## src/rtl/life_grid_loader.sv

```systemverilog
`default_nettype none
// ============================================================================
//  Module   : life_grid_loader
//  Purpose  : Accepts an 8x8 life grid as eight row bytes over valid/ready,
//             assembles the four 4x4 tile words and writes them into the
//             life array through vali / vali_selector / write_enb.
//             Optional macro LOADER_READBACK_EN builds a readback pass that
//             reads every tile back through valo_selector / valo and sets a
//             sticky error flag on mismatch.
//  Revision : 1.0 - initial release
// ============================================================================
module life_grid_loader (
  input  logic        clk,
  input  logic        reset,
  input  logic [7:0]  row_data,
  input  logic        row_valid,
  output logic        row_ready,
  output logic [15:0] vali,
  output logic [1:0]  vali_selector,
  output logic        write_enb,
  input  logic [15:0] valo,
  output logic [1:0]  valo_selector,
  output logic        busy,
  output logic        done,
  output logic        error
);

  typedef enum logic [1:0] {
    S_FILL   = 2'd0,
    S_WRITE  = 2'd1,
    S_VERIFY = 2'd2,
    S_DONE   = 2'd3
  } state_t;

  state_t      r_state;
  state_t      w_state_nxt;
  logic [2:0]  r_row_cnt;
  logic [1:0]  r_tile_cnt;
  logic [15:0] r_tile     [4];
  logic [15:0] w_tile_nxt [4];
  logic        w_accept;
  logic        w_last_row;
  logic [2:0]  w_col;
  logic        w_wr_nxt;
  logic [1:0]  w_wr_idx;
  logic        r_write_enb;
  logic [1:0]  r_vali_selector;
  logic [15:0] r_vali;

  assign row_ready  = (r_state == S_FILL);
  assign busy       = (r_state != S_FILL);
  assign done       = (r_state == S_DONE);
  assign w_accept   = row_valid & row_ready;
  assign w_last_row = (r_row_cnt == 3'd7);

  assign write_enb     = r_write_enb;
  assign vali_selector = r_vali_selector;
  assign vali          = r_vali;

  // Next-state logic for the fill / write / verify / done sequence
  always_comb begin
    w_state_nxt = r_state;
    case (r_state)
      S_FILL: begin
        if (w_accept && w_last_row) w_state_nxt = S_WRITE;
      end
      S_WRITE: begin
        if (r_tile_cnt == 2'd3) begin
`ifdef LOADER_READBACK_EN
          w_state_nxt = S_VERIFY;
`else
          w_state_nxt = S_DONE;
`endif
        end
      end
      S_VERIFY: begin
`ifdef LOADER_READBACK_EN
        if (r_tile_cnt == 2'd3) w_state_nxt = S_DONE;
`else
        w_state_nxt = S_FILL;
`endif
      end
      S_DONE:  w_state_nxt = S_FILL;
      default: w_state_nxt = S_FILL;
    endcase
  end

  // State register
  always_ff @(posedge clk) begin
    if (reset) r_state <= S_FILL;
    else       r_state <= w_state_nxt;
  end

  // Scatter an accepted row into its two tiles; row 0 starts a fresh frame
  always_comb begin
    w_col = 3'd0;
    for (int k = 0; k < 4; k++) w_tile_nxt[k] = r_tile[k];
    if (w_accept) begin
      if (r_row_cnt == 3'd0) begin
        for (int k = 0; k < 4; k++) w_tile_nxt[k] = 16'h0000;
      end
      // tile = {col[2], row[2]}, bit = {col[1:0], row[1:0]}
      for (int c = 0; c < 8; c++) begin
        w_col = 3'(c);
        w_tile_nxt[{w_col[2], r_row_cnt[2]}][{w_col[1:0], r_row_cnt[1:0]}] = row_data[c];
      end
    end
  end

  // Row counter, tile counter and tile storage
  always_ff @(posedge clk) begin
    if (reset) begin
      r_row_cnt  <= 3'd0;
      r_tile_cnt <= 2'd0;
      for (int k = 0; k < 4; k++) r_tile[k] <= 16'h0000;
    end else begin
      for (int k = 0; k < 4; k++) r_tile[k] <= w_tile_nxt[k];
      if (w_accept)              r_row_cnt <= r_row_cnt + 3'd1;
      else if (r_state == S_DONE) r_row_cnt <= 3'd0;
      // Tile counter walks 0..3 through WRITE and again through VERIFY
      if (r_state == S_WRITE || r_state == S_VERIFY) r_tile_cnt <= r_tile_cnt + 2'd1;
      else                                           r_tile_cnt <= 2'd0;
    end
  end

  // Tile presented on the write port in the coming cycle
  assign w_wr_nxt = (w_state_nxt == S_WRITE);
  assign w_wr_idx = (r_state == S_WRITE) ? (r_tile_cnt + 2'd1) : 2'd0;

  // Registered write port: loaded one edge ahead so tile k shows in WRITE cycle k
  always_ff @(posedge clk) begin
    if (reset) begin
      r_write_enb     <= 1'b0;
      r_vali_selector <= 2'd0;
      r_vali          <= 16'h0000;
    end else begin
      r_write_enb     <= w_wr_nxt;
      r_vali_selector <= w_wr_nxt ? w_wr_idx : 2'd0;
      r_vali          <= w_wr_nxt ? w_tile_nxt[w_wr_idx] : 16'h0000;
    end
  end

`ifdef LOADER_READBACK_EN
  logic r_error;
  logic w_verify;
  logic w_mismatch;

  assign w_verify      = (r_state == S_VERIFY);
  assign valo_selector = w_verify ? r_tile_cnt : 2'd0;
  assign w_mismatch    = w_verify && (valo != r_tile[r_tile_cnt]);
  // The flag rises in the very cycle the bad tile is read, then stays sticky
  assign error         = r_error | w_mismatch;

  // Sticky readback error, cleared when the next frame starts
  always_ff @(posedge clk) begin
    if (reset)                               r_error <= 1'b0;
    else if (w_accept && r_row_cnt == 3'd0)  r_error <= 1'b0;
    else if (w_mismatch)                     r_error <= 1'b1;
  end
`else
  logic w_unused_valo;

  assign valo_selector = 2'd0;
  assign error         = 1'b0;
  assign w_unused_valo = ^valo;
`endif

endmodule
`default_nettype wire
```

## config.mk

```make
export PLATFORM = sky130hd
export DESIGN_NAME = life_grid_loader
export DESIGN_NICKNAME = d
export VERILOG_FILES = /design/src/rtl/life_grid_loader.sv
export SDC_FILE = /design/constraint.sdc
export NUM_CORES = 1
export LEC_CHECK = 0
export ABC_AREA = 1
export BUFFER_PORTS_ARGS = -buffer_cell sky130_fd_sc_hd__clkbuf_2
export CAP_MARGIN = 20
export CORE_MARGIN = 2
export CORE_UTILIZATION = 35
export CTS_BUF_LIST = sky130_fd_sc_hd__clkbuf_8 sky130_fd_sc_hd__clkbuf_16
export DETAILED_ROUTE_END_ITERATION = 7
export PLACE_DENSITY_LB_ADDON = 0.05
export SETUP_SLACK_MARGIN = 0.05
export SLEW_MARGIN = 20
export SYNTH_ARGS = -nofsm -noshare
export SYNTH_HDL_FRONTEND = slang
export SYNTH_SLANG_ARGS = --single-unit
export TNS_END_PERCENT = 30
```

## constraint.sdc

```tcl
create_clock -name clk -period 3 [get_ports clk]
set_clock_uncertainty 0.2 [all_clocks]
set_input_delay 0.3 -clock clk [delete_from_list [all_inputs] [get_ports clk]]
set_output_delay 0.3 -clock clk [all_outputs]
set_load 0.01 [all_outputs]
```

==> reports/qor.yml, run 1 <==
placement:
  dpl.hpwl_mm: 7.04
  gp_congestion: 0.771
  io_buffer_count: 32
  dpl_cell_area_sq_mm: 0.00426
  dpl.cell_count: 679
floorplan:
  initial_core_util_pct: 35.4
  rows: 39
  io_pins: 52
  coreArea_sq_mm: 0.0113
  die_w_microns: 111
  die-area_sq_mm: 0.0123
  die_h_microns: 111
final_layout:
  nets: 586
  design_area_sq_mm: 0.00456
  area_growth_pct: 13.9
  drive_above_1_share_pct: 15.8
  fillers: 1192
  layout.cells.non_filler: 694
  post-route-util_pct: 40.3
  antennaDiodeCount: 0
setup_path:
  crit_required_ps: 3020
  worst-path-max-fanout: 11
  critPathArrivalTime_ps: 2260
  crit_type: "flop to flop"
  end_kind: "flop"
  start_kind: "flop"
route:
  vias_per_cell: 5.19
  routedWlPerCell_microns: 16.3
  post-route-drc-count: 0
  drt-total-wl_mm: 11.3
  drt_iter0_markers: 246
  first_pass_iters: 4
  num_vias: 3599
  antenna_left: 0
grt:
  gr-usage-all-layers_pct: 19.1
  grt_pass1_vias: 3368
  gr-total-overflow: 0
  antenna_found_initial: 0
  grt_max_degree: 69
  grt_pass1_wl_mm: 18.0
pwr:
  peakVddDrop_mv: 0.497
  total_power_mw: 2.77
  power_density_mw_per_mm2: 606
  power.leakage_nw: 1.77
cts:
  clock-sinks: 90
  clk_latency_ps: 350
  post_cts_resized: 0
  clk_pin_slew_worst_paths_ps: 60
  cts-root-buf: "clkbuf_16"
  hold_buffers: 0
  post_cts_buffers: 0
  cts.htree.levels: 3
  cts_tree: "built"
  cts_buffer_depth: 2
  cts_made_buffers: 9
timing:
  tns_ps: 0
  setup_violations: 0
  drv_slew: 0
  max_freq_mhz: 446
  worst_slew_pin_slew_ps: 807
  relSlewSlack_pct: 46.2
  min_period_over_period_pct: 74.7
  final.min_clock_period_ps: 2240
  rsz0062_at_grt: "no"
  hold_viol_final: 0
yosys:
  netlist_instances: 521
  ys_seq_area_share_pct: 44.9
  yosysTopAreaCell: "dfxtp_1"
  netlist_area_sq_mm: 0.00401
  synth_area_leaders: "dfxtp_1, nand3_1, nand2_1"
  synthDominantCellAreaShare_pct: 44.9
  yosys_warnings: 0
  ys_ff_latch: 90
  yosysUniqueCellTypes: 27
  synth.avg_cell_area_sq_um: 7.69
flow_run:
  drv_cap: 0
worst_hold_path:
  min-delay-path-class: "input port to flop"
status:
  status: "finished clean"
## critical path, stage by stage (launching register included)
cell and delay, ps:
dfxtp_1 390, inv_1 90, ha_1 240, nand2_2 110, inv_4 70, nand2_2 230, clkinv_1 330, nand2_1 180
nand3_1 90, nand3_1 90, a21oi_1 80
## per-layer routing
metal | vias up | share of wire (%) | track usage (%)
met5 | - | 0 | 0
met4 | 0 | 1.6 | 7.08
met3 | 14 | 3.8 | 4.16
met2 | 67 | 48 | 31.6
met1 | 1704 | 46 | 24.5
li1 | 1814 | - | -
## cells in the mapped netlist, drive strengths merged
| cell type | number |
|---|---|
| a211oi | 1 |
| a21oi | 79 |
| buf | 15 |
| clkbuf | 14 |
| clkinv | 1 |
| conb | 1 |
| dfxtp | 90 |
| ha | 12 |
| inv | 33 |
| nand2 | 104 |
| nand3 | 143 |
| nor2 | 24 |
| o211ai | 1 |
| o21a | 1 |
| o21ai | 1 |
| or2 | 1 |
## logic make-up (layout without fill, tap and decap cells)
logic type,Yosys count,after routing,synth area share (%)
and+or+nand+nor,272,272,32.3
DFF,90,90,44.9
AOI/OAI and AO/OA,83,83,11.4
buffers and inverters,63,91,7.52
adders and majority gates,12,12,3.75
other,1,3,0.0935
## flip-flops by register name, indices dropped and copies added, names as in the netlist
signal	cells
r_tile	64
vali	16
r_row_cnt	3
r_state	2
r_tile_cnt	2
vali_selector	2
write_enb	1
## cell type report
class | instances | area (sq um) | share of cell area [%]
clock buffers | 12 | 267 | 5.84
clock inverters | 3 | 38.8 | 0.850
inverters | 34 | 130 | 2.85
multi-input cells | 370 | 1910 | 41.9
flip-flops and latches | 90 | 1800 | 39.5
well taps | 143 | 179 | 3.92
repair buffers | 42 | 235 | 5.15
## final timing paths
check / from / to / slack, ps / cells past startpoint
worst max-delay path: r_state[0] / vali[15] / 760 / 10
worst min-delay path: reset / r_tile_cnt[1] / 40 / 4
worst max register to register: r_state[0] / vali[15] / 760 / 10
worst min register to register: r_tile[1][8] / r_tile[1][8] / 270 / 2
## report_power, final
| part | switching [mW] | internal (mW) |
|---|---|---|
| clock | 0.459 | 0.705 |
| sequential | 0.0109 | 1.22 |
| combinational | 0.261 | 0.107 |
| total | 0.731 | 2.04 |
## cell usage in the layout (no fill, tap or decap)
master     Yosys  routed
a211oi_1       1       1
a21oi_1       72      72
a21oi_2        7       7
buf_4          8      10
bufinv_16      0       1
clkbuf_16      0       9
clkbuf_2       0      32
clkbuf_8       0       3
clkinv_1       1       1
clkinv_2       0       1
conb_1         1       3
dfxtp_1       90      90
ha_1          12      12
inv_1         29      30
inv_2          3       3
inv_4          1       1
nand2_1       99      99
nand2_2        4       4
nand2_4        1       1
nand3_1      142     142
nand3_2        1       1
nor2_1        12      12
nor2_2         4       4
nor2_4         8       8
o211ai_1       1       1
o21a_4         1       1
o21ai_0        1       1
or2_2          1       1
## stage by stage
stage / setup slack [ps] / hold slack, ps
floorplan: 1130 / 247
global placement: 750 / 256
detailed placement: 753 / 261
CTS: 733 / 38.5
global route: 534 / 63.6
finish: 758 / 41.7
Power figures use the tool's default switching activity.
==> run 2: changes to the inputs <==
==> constraint.sdc (replaced) <==
create_clock -name clk -period 2.3 [get_ports clk]
set_clock_uncertainty 0.2 [all_clocks]
set_input_delay 0.23 -clock clk [delete_from_list [all_inputs] [get_ports clk]]
set_output_delay 0.23 -clock clk [all_outputs]
set_load 0.01 [all_outputs]
==> run 2 against run 1 <==
  * Cell count is 0.72% higher
  * Worst hold slack worse by 24 ps
  * Design area is 1.3% higher
  * Highest routed layer unchanged
  * First-iteration DRC count is 13% lower
  * Critical path depth stayed put
  * Routed wire length is 2.5% lower
  * Critical endpoint is now vali[0]
==> reports/qor.yml, run 2 (synthesis gave the netlist of run 1 again) <==
route:
  vias_per_cell: 5.13  # was 5.19
  routedWlPerCell_microns: 15.8  # was 16.3 microns
  post-route-drc-count: 0  # unchanged
  first_pass_iters: 4  # unchanged
  drt-total-wl_mm: 11.1  # was 11.3 mm
  drt_iter0_markers: 213  # was 246
  antenna_left: 0  # unchanged
  num_vias: 3583  # was 3599
setup_path:
  path_cells: "inv_1 > ha_1 > nand2_2 > inv_4 > nand2_2 > nand3_1 > o211ai_1 > inv_1 > nand2_4 > a21oi_1"  # was inv_1 > ha_1 > nand2_2 > inv_4 > nand2_2 > clkinv_1 > nand2_1 > nand3_1 > nand3_1 > a21oi_1
  worst-path-max-fanout: 19  # was 11
  slowest_stage: "dfxtp_1"  # unchanged
  critPathArrivalTime_ps: 2090  # was 2260 ps
  end_kind: "flop"  # unchanged
  cp_top_family: "simple AND/OR/NAND/NOR gates"  # unchanged
  crit_type: "flop to flop"  # unchanged
  ff2ff_setup_slack_ps: 220  # was 760 ps
  setup.worst_path.start: "r_state[0]"  # unchanged
  crit_cells: 10  # unchanged
  cp-endpoint: "vali[0]"  # was vali[15]
  r2r_end: "vali[0]"  # was vali[15]
  max_stage_delay_ps: 390  # about the same
  crit_required_ps: 2310  # was 3020 ps
  r2r_start: "r_state[0]"  # unchanged
  cp_num_buf_inv: 3  # unchanged
  start_kind: "flop"  # unchanged
  reg2regPathDepth: 10  # unchanged
cts:
  cts-root-buf: "clkbuf_16"  # unchanged
  post_cts_buffers: 0  # unchanged
  cts.htree.levels: 3  # unchanged
  clk_latency_ps: 340  # was 350 ps
  clock-sinks: 90  # unchanged
  clk_pin_slew_worst_paths_ps: 60  # about the same
  cts_tree: "built"  # unchanged
  cts_made_buffers: 9  # unchanged
  cts_buffer_depth: 2  # unchanged
floorplan:
  die-area_sq_mm: 0.0123  # unchanged
  coreArea_sq_mm: 0.0113  # unchanged
  die_h_microns: 111  # unchanged
  rows: 39  # unchanged
  io_pins: 52  # unchanged
  initial_core_util_pct: 35.4  # unchanged
  die_w_microns: 111  # unchanged
placement:
  gp_congestion: 0.767  # was 0.771
  dpl.cell_count: 682  # was 679
  dpl_worst_slack_ps: 150  # was 753 ps
  io_buffer_count: 32  # unchanged
  dpl.hpwl_mm: 7.00  # was 7.04 mm
final_layout:
  multi_input_area_sq_mm: 0.00192  # was 0.00191 sq mm
  largest_reg_flops: 64  # unchanged
  fillers: 1198  # was 1192
  nets: 590  # was 586
  regMostFlops: "r_tile"  # unchanged
  layout.cells.non_filler: 699  # was 694
  antennaDiodeCount: 0  # unchanged
  final_common_cell: "nand3_1"  # unchanged
  drive_above_1_share_pct: 16.4  # was 15.8%
  seqCellArea_sq_mm: 0.00180  # unchanged
  area_growth_pct: 15.3  # was 13.9%
  layout_common_cells: "nand3_1, nand2_1, dfxtp_1"  # unchanged
  post-route-util_pct: 40.8  # was 40.3%
pwr:
  power.leakage_nw: 1.80  # was 1.77 nW
  power_density_mw_per_mm2: 760  # was 606 mW/mm^2
  peakVddDrop_mv: 0.650  # was 0.497 mV
flow_run:
  drv_cap: 0  # unchanged
grt:
  gr-usage-all-layers_pct: 18.7  # was 19.1%
  grt_max_degree: 69  # unchanged
  gr-total-overflow: 0  # unchanged
  antenna_found_initial: 0  # unchanged
  grt_pass1_wl_mm: 17.8  # was 18.0 mm
  grt_pass1_vias: 3310  # was 3368
timing:
  worst_slew_pin_slew_ps: 786  # was 807 ps
  rsz0062_at_grt: "yes"  # was no
  setup_violations: 0  # unchanged
  tns_ps: 0  # unchanged
  max_freq_mhz: 481  # was 446 MHz
  drv_slew: 0  # unchanged
  min_period_over_period_pct: 90.3  # was 74.7%
  final.min_clock_period_ps: 2080  # was 2240 ps
  worst_slack_ps: 222  # was 758 ps
  relSlewSlack_pct: 47.6  # was 46.2%
  hold_viol_final: 0  # unchanged
status:
  status: "finished clean"  # unchanged
worst_hold_path:
  min-delay-path-class: "input port to flop"  # unchanged
## run 2: cell types whose count changed in the layout (fill, tap and decap cells not counted)
cell	previous run	this run
clkinv_2	1	2
a21oi_1	72	71
buf_12	0	3
dlygate4sd3_1	0	1
inv_1	30	31
a21oi_2	7	8
nor2_2	4	3
nor2_4	8	9
bufinv_16	1	0
## run 2: stage by stage
| stage | power, mW | cell area (sq um) | hold slack, ps |
|---|---|---|---|
| final | 3.51 | 4620 | 17.4 |
| after global routing | 3.69 | 4620 | 14.1 |
| after CTS | 3.57 | 4610 | 0.0330 |
| after detailed placement | 2.14 | 4320 | 262 |
| after global placement | 2.14 | 4320 | 256 |
| after floorplan | 1.99 | 4020 | 194 |
## run 2: worst reg2reg max path, delay by kind of cell (launching register included)
| family | cells | cell delay, ps |
|---|---|---|
| AO/OA/AOI/OAI | 2 | 190 |
| flip-flops | 1 | 390 |
| AND/OR/NAND/NOR | 4 | 630 |
| buffers and inverters | 3 | 280 |
| adder cells (fa/ha/maj) | 1 | 250 |
## run 2: what timing repair did
action / in CTS / in global routing
endpoints found under the hold margin: 2 / 0
setup endpoints to repair: 0 / 7
resized for setup: 0 / 2
hold buffers: 1 / 0
## run 2: routing by layer
metal / vias to the layer above / global-route usage (%) / wire, microns
met5: - / 0 / 0
met4: 0 / 5.93 / 140
met3: 14 / 5.25 / 537
met2: 78 / 30.5 / 5280
met1: 1674 / 24.0 / 5100
li1: 1817 / - / -
## run 2: worst min path at each step
stage | start | end | slack, ps | cells past startpoint
2_1_floorplan | row_data[0] | r_tile[0][0] | 190 | 2
6_report | row_data[1] | r_tile[0][4] | 20 | 3
3_5_place_dp | r_tile[1][12] | r_tile[1][12] | 260 | 2
4_1_cts | row_data[0] | r_tile[0][0] | 0.03 | 3
3_3_place_gp | r_tile[1][0] | r_tile[1][0] | 260 | 2
5_1_grt | row_data[6] | r_tile[3][11] | 10 | 3
## run 2: cell type report
cell class              instances  area share, %
flip-flops and latches         90           39.0
clock inverters                 4          0.379
repair buffers                 46           6.61
multi-input cells             370           41.6
clock buffers                  12           5.77
inverters                      34           2.82
well taps                     143           3.87
## run 2: where the power goes
| part | internal [mW] | total [mW] | switching [mW] |
|---|---|---|---|
| combinational | 0.157 | 0.500 | 0.342 |
| clock | 0.810 | 1.40 | 0.595 |
| sequential | 1.60 | 1.61 | 0.0142 |
